**src/rtl/hilo_div_unit_pkg.sv**
```systemverilog
// Shared constants for the HI/LO divider: data width, state encodings and
// handshake levels.
package hilo_div_unit_pkg;

    localparam int REG_DATA_W = 32;

    localparam logic [REG_DATA_W-1:0] ZERO_WORD = '0;

    // 2-bit state encodings kept numerically stable for legacy compatibility
    localparam logic [1:0] DIV_FREE    = 2'b00;
    localparam logic [1:0] DIV_BY_ZERO = 2'b01;
    localparam logic [1:0] DIV_ON      = 2'b10;
    localparam logic [1:0] DIV_END     = 2'b11;

    localparam logic DIV_RESULT_READY     = 1'b1;
    localparam logic DIV_RESULT_NOT_READY = 1'b0;

    localparam logic DIV_START = 1'b1;
    localparam logic DIV_STOP  = 1'b0;

endpackage

```
**src/rtl/hilo_div_unit.sv**
```systemverilog
// Iterative radix-2 restoring divider feeding the HI/LO write port.
// Quotient -> LO, remainder -> HI; one quotient bit per clock, 32 clocks total.
module hilo_div_unit
    import hilo_div_unit_pkg::*;
#(
    parameter int DATA_W = REG_DATA_W
) (
    input  logic                clk,
    input  logic                rst,
    input  logic                start_i,
    input  logic                annul_i,
    input  logic                signed_div_i,
    input  logic [DATA_W-1:0]   opdata1_i,
    input  logic [DATA_W-1:0]   opdata2_i,
    output logic [2*DATA_W-1:0] result_o,
    output logic                ready_o,
    output logic                stall_o,
    output logic                we_o,
    output logic [DATA_W-1:0]   hi_o,
    output logic [DATA_W-1:0]   lo_o
);

    localparam int CNT_W = $clog2(DATA_W);
    localparam logic [CNT_W-1:0] LAST_CNT = CNT_W'(DATA_W - 1);

    function automatic logic [DATA_W-1:0] abs_val(input logic [DATA_W-1:0] v,
                                                  input logic              sgn);
        return (sgn && v[DATA_W-1]) ? (~v + 1'b1) : v;
    endfunction

    logic [1:0]        state;
    logic [CNT_W-1:0]  cnt;
    logic [DATA_W-1:0] rem;
    logic [DATA_W-1:0] dvd;     // dividend bits shift out the top, quotient bits in the bottom
    logic [DATA_W-1:0] dvs;
    logic              neg_quo;
    logic              neg_rem;

    logic [DATA_W:0]   trial;
    logic              no_borrow;
    logic [DATA_W-1:0] rem_nxt;
    logic [DATA_W-1:0] quo_nxt;
    logic [DATA_W-1:0] quo_fix;
    logic [DATA_W-1:0] rem_fix;

    // Full-width partial remainder in the subtract so divisors >= 2^(W-1) stay exact
    always_comb begin
        trial     = {rem, dvd[DATA_W-1]} - {1'b0, dvs};
        no_borrow = ~trial[DATA_W];
        rem_nxt   = no_borrow ? trial[DATA_W-1:0] : {rem[DATA_W-2:0], dvd[DATA_W-1]};
        quo_nxt   = {dvd[DATA_W-2:0], no_borrow};
        quo_fix   = neg_quo ? (~quo_nxt + 1'b1) : quo_nxt;
        rem_fix   = neg_rem ? (~rem_nxt + 1'b1) : rem_nxt;
    end

    always_ff @(posedge clk or posedge rst) begin
        if (rst) begin
            state    <= DIV_FREE;
            cnt      <= '0;
            rem      <= '0;
            dvd      <= '0;
            dvs      <= '0;
            neg_quo  <= 1'b0;
            neg_rem  <= 1'b0;
            result_o <= {ZERO_WORD, ZERO_WORD};
            ready_o  <= DIV_RESULT_NOT_READY;
            we_o     <= 1'b0;
        end else begin
            case (state)
                DIV_FREE: begin
                    we_o    <= 1'b0;
                    ready_o <= DIV_RESULT_NOT_READY;
                    if (start_i == DIV_START && !annul_i) begin
                        if (opdata2_i == ZERO_WORD) begin
                            state <= DIV_BY_ZERO;
                        end else begin
                            state   <= DIV_ON;
                            dvd     <= abs_val(opdata1_i, signed_div_i);
                            dvs     <= abs_val(opdata2_i, signed_div_i);
                            neg_quo <= signed_div_i & (opdata1_i[DATA_W-1] ^ opdata2_i[DATA_W-1]);
                            neg_rem <= signed_div_i & opdata1_i[DATA_W-1];
                            rem     <= '0;
                            cnt     <= '0;
                        end
                    end
                end
                DIV_BY_ZERO: begin
                    if (annul_i) begin
                        state <= DIV_FREE;
                    end else begin
                        state    <= DIV_END;
                        result_o <= {ZERO_WORD, ZERO_WORD};
                        ready_o  <= DIV_RESULT_READY;
                        we_o     <= 1'b1;
                    end
                end
                DIV_ON: begin
                    if (annul_i) begin
                        state <= DIV_FREE;
                    end else begin
                        rem <= rem_nxt;
                        dvd <= quo_nxt;
                        cnt <= cnt + 1'b1;
                        if (cnt == LAST_CNT) begin
                            state    <= DIV_END;
                            result_o <= {rem_fix, quo_fix};
                            ready_o  <= DIV_RESULT_READY;
                            we_o     <= 1'b1;
                        end
                    end
                end
                DIV_END: begin
                    // Write already issued on entry; annul has nothing left to cancel
                    we_o <= 1'b0;
                    if (start_i == DIV_STOP) begin
                        state    <= DIV_FREE;
                        ready_o  <= DIV_RESULT_NOT_READY;
                        result_o <= {ZERO_WORD, ZERO_WORD};
                    end
                end
                default: state <= DIV_FREE;
            endcase
        end
    end

    assign stall_o = ((state == DIV_FREE) && start_i && !annul_i)
                   || (state == DIV_ON) || (state == DIV_BY_ZERO);

    assign hi_o = result_o[2*DATA_W-1:DATA_W];
    assign lo_o = result_o[DATA_W-1:0];

endmodule

```
**config.mk**
```make
export PLATFORM = sky130hd
export DESIGN_NAME = hilo_div_unit
export DESIGN_NICKNAME = d
export VERILOG_FILES = /design/src/rtl/hilo_div_unit_pkg.sv /design/src/rtl/hilo_div_unit.sv
export SDC_FILE = /design/constraint.sdc
export NUM_CORES = 1
export LEC_CHECK = 0
export CAP_MARGIN = 10
export CORE_AREA = 2 2 185 187
export DETAILED_ROUTE_END_ITERATION = 8
export DIE_AREA = 0 0 187 189
export PLACE_DENSITY = 0.65
export SYNTH_ARGS = -nofsm -noshare
export SYNTH_HDL_FRONTEND = slang
export SYNTH_SLANG_ARGS = --single-unit
```
**constraint.sdc**
```tcl
create_clock -name clk -period 16.1 [get_ports clk]
set_clock_uncertainty 0.1 [all_clocks]
set_input_delay 1.61 -clock clk [delete_from_list [all_inputs] [get_ports clk]]
set_output_delay 1.61 -clock clk [all_outputs]
set_load 0.01 [all_outputs]
```
==> run_results.csv <==
group,metric,value,unit
power_and_ir_drop,power.density,240,nW/um2
layout,nFillCells,3326,
grt,first_global_vias,11100,
clocking,cts_setup_buffers,0,
drt,wl_per_cell,18.7,um
layout,drive_above_1_share,4.79,%
floorplan,die_h,189,um
floorplan,fp-row-count,67,
drt,drc,0,
yosys,synthMostInstantiatedCell,"nand2_1",
floorplan,coreArea,33300,um2
worst_setup_path,crit_fanout,58,
power_and_ir_drop,vdd_ir_drop_max,0.000113,V
clocking,post_cts_resized,0,
floorplan,fp.dieW,187,um
power_and_ir_drop,leakagePower,0.00635,uW
drt,viasPerCell,5.60,
timing,tightest_slew,1.14,ns
yosys,syn_area_per_cell,7.95,um2
yosys,async_flop_share,100,%
timing,worst_slack,9.84,ns
yosys,ys_warn_count,0,
drt,ant_nets,0,
clocking,cts_root_buf,"clkbuf_16",
yosys,yosysTopAreaCellShare,32.6,%
run,cap_viol_max_count,0,
floorplan,ios,200,
clocking,cts_buffer_depth,2,
layout,post-route-cell-area,15400,um2
timing,finalCritPeriodShare,38.9,%
worst_setup_path,crit_arrival,6.49,ns
yosys,yosysTopAreaCell,"dfrtp_1",
clocking,htree_levels,4,
drt,drtIter0Drc,1147,
timing,fin_setup_tns,0,ns
status,status,"completed",
worst_setup_path,r2r_slack,9.84,ns
timing,slew_violations,0,
worst_setup_path,critPathLaunchType,"flip-flop",
yosys,ys_types,87,
placement,io_buffers,199,
yosys,syn_nets,1762,
yosys,ys_ff_latch,171,
worst_setup_path,path_class,"flip-flop to flip-flop",
placement,gp_congestion,0.956,
drt,drt_wl_total,40900,um
timing,setup_viol,0,
timing,fmax,160,MHz
layout,final_nets,1834,
timing,hold_viol_final,0,
yosys,syn_area,13100,um2
placement,dp_slack,9.92,ns
grt,grt_pass1_wl,63500,um
grt,antenna_found_initial,0,
yosys,syn_inst,1650,
yosys,synth_seq_area_share,32.6,%
floorplan,start_util,39.4,%
clocking,ctsHoldBuffers,0,
timing,rsz0062_at_grt,"false",
yosys,synth_common_cells,"239 x nand2_1, 171 x dfrtp_1, 159 x o21ai_0",
clocking,clock_latency,0.46,ns
placement,placed_area,14900,um2
grt,grt_max_degree,121,
clocking,clk_pin_slew_worst_paths,0.08,ns
clocking,numCtsBuffers,17,
layout,syn_to_final_growth,17.7,%
placement,dpl.hpwl,31700,um
timing,slew_headroom,23.4,%
worst_hold_path,worstHoldPathType,"flip-flop to flip-flop",
clocking,cts.sinks,171,
clocking,cts_tree,"done",
grt,grt.overflow.total,0,
placement,placed_cells,2151,
timing,fin_crit,6.26,ns
drt,via_count,12200,
grt,grt.total_usage,22.7,%
worst_setup_path,required,16.33,ns
floorplan,dieArea,35300,um2
worst_setup_path,cp-end-kind,"flip-flop",
yosys,synth_edf_count,0,
layout,instances_no_fill,2182,
yosys,synth_area_leaders,"dfrtp_1 33%, nand2_1 6.8%, o21ai_0 6.1%",
layout,diodes,0,
yosys,ys.flop_type,"dfrtp_1",
drt,dr.pass1.iters,5,
worst paths after layout:
check | from | endpoint | depth (start not counted)
worst min register to register | cnt[4] | cnt[4] | 2
max in group asynchronous | rst | rem[17] | 3
worst max-delay path | dvd[31] | result_o[56] | 20
worst min-delay path | cnt[4] | cnt[4] | 2
min in group asynchronous | rst | result_o[14] | 2
worst max register to register | dvd[31] | result_o[56] | 20
metal layers:
| layer | up-vias | track usage, % | share of wire [%] |
|---|---|---|---|
| li1 | 5933 | - | - |
| met1 | 5823 | 34.6 | 50 |
| met2 | 426 | 33.6 | 42 |
| met3 | 31 | 4.00 | 6.4 |
| met4 | 0 | 4.37 | 1.0 |
| met5 | - | 0 | 0 |
where the power goes:
part	internal, uW	switching (uW)
combinational	910	1580
clock	224	204
sequential	597	197
total	1730	1980
sequential cells by signal, indices dropped and copies added, names as in the netlist:
| signal | cells |
|---|---|
| neg_quo | 1 |
| dvs | 32 |
| result_o | 64 |
| rem | 32 |
| ready_o | 1 |
| state | 2 |
| cnt | 5 |
| we_o | 1 |
| neg_rem | 1 |
| dvd | 32 |
cells by family (layout without fill, tap and decap cells):
logic type,Yosys count,in the layout,synth area share (%)
adder cells (fa/ha/maj),43,43,4.16
multiplexers,26,26,2.14
AND/OR/NAND/NOR,589,589,21.3
AO/OA/AOI/OAI,480,480,22.7
buffers and inverters,216,300,8.73
flip-flops,171,171,32.6
XOR/XNOR,125,125,8.35
cells in the final DEF (no fill, tap or decap), drive strengths merged, types with 9 or more instances in the layout:
cell type,count
or3,26
clkbuf,18
buf,11
nand3,29
xor2,74
a21o,10
o31ai,56
and3,10
dfrtp,171
a211oi,12
nand4,14
and4,9
nor3,51
o41ai,12
mux2i,20
or4,12
ha,42
o21ai,175
a21oi,125
xnor2,51
a22o,9
nand2,239
or2,10
nand2b,13
nor4,19
clkdlybuf4s50,199
nor2,122
inv,65
a31oi,10
and2,11
final cells by class:
| type | count | area [um2] | area share, % |
|---|---|---|---|
| clock buffers | 18 | 439 | 2.84 |
| clock inverters | 13 | 150 | 0.972 |
| inverters | 59 | 226 | 1.47 |
| multi-input cells | 1263 | 7710 | 49.9 |
| flip-flops and latches | 171 | 4280 | 27.7 |
| well taps | 448 | 561 | 3.63 |
| repair buffers | 210 | 2070 | 13.4 |
worst max-delay path, cell delays in order (launching register included):
cell and delay, ns:
dfrtp_1 0.45, inv_1 0.11, ha_1 0.17, inv_1 0.06, fa_1 0.43, a211oi_2 0.26
o211ai_2 0.15, and4b_4 0.25, or2_1 0.23, o311a_4 0.56, inv_2 0.83, mux2i_1 0.42
ha_1 0.28, nand2_1 0.07, a211oi_1 0.25, nand2_1 0.09, mux2i_1 0.35, o21ai_1 0.24
o21ai_1 0.36, o21ai_0 0.13, or3_1 0.31
stage by stage:
step / hold slack, ns / utilization [%] / total power (uW)
after CTS: 0.384 / 46.4 / 3670
after floorplan: 0.345 / - / 2500
after detailed placement: 0.366 / 44.6 / 3240
final: 0.381 / 46.4 / 3710
after global routing: 0.423 / 46.4 / 3980
after global placement: 0.359 / 44.6 / 3220
Note: power is estimated with default switching activity, not from simulation.
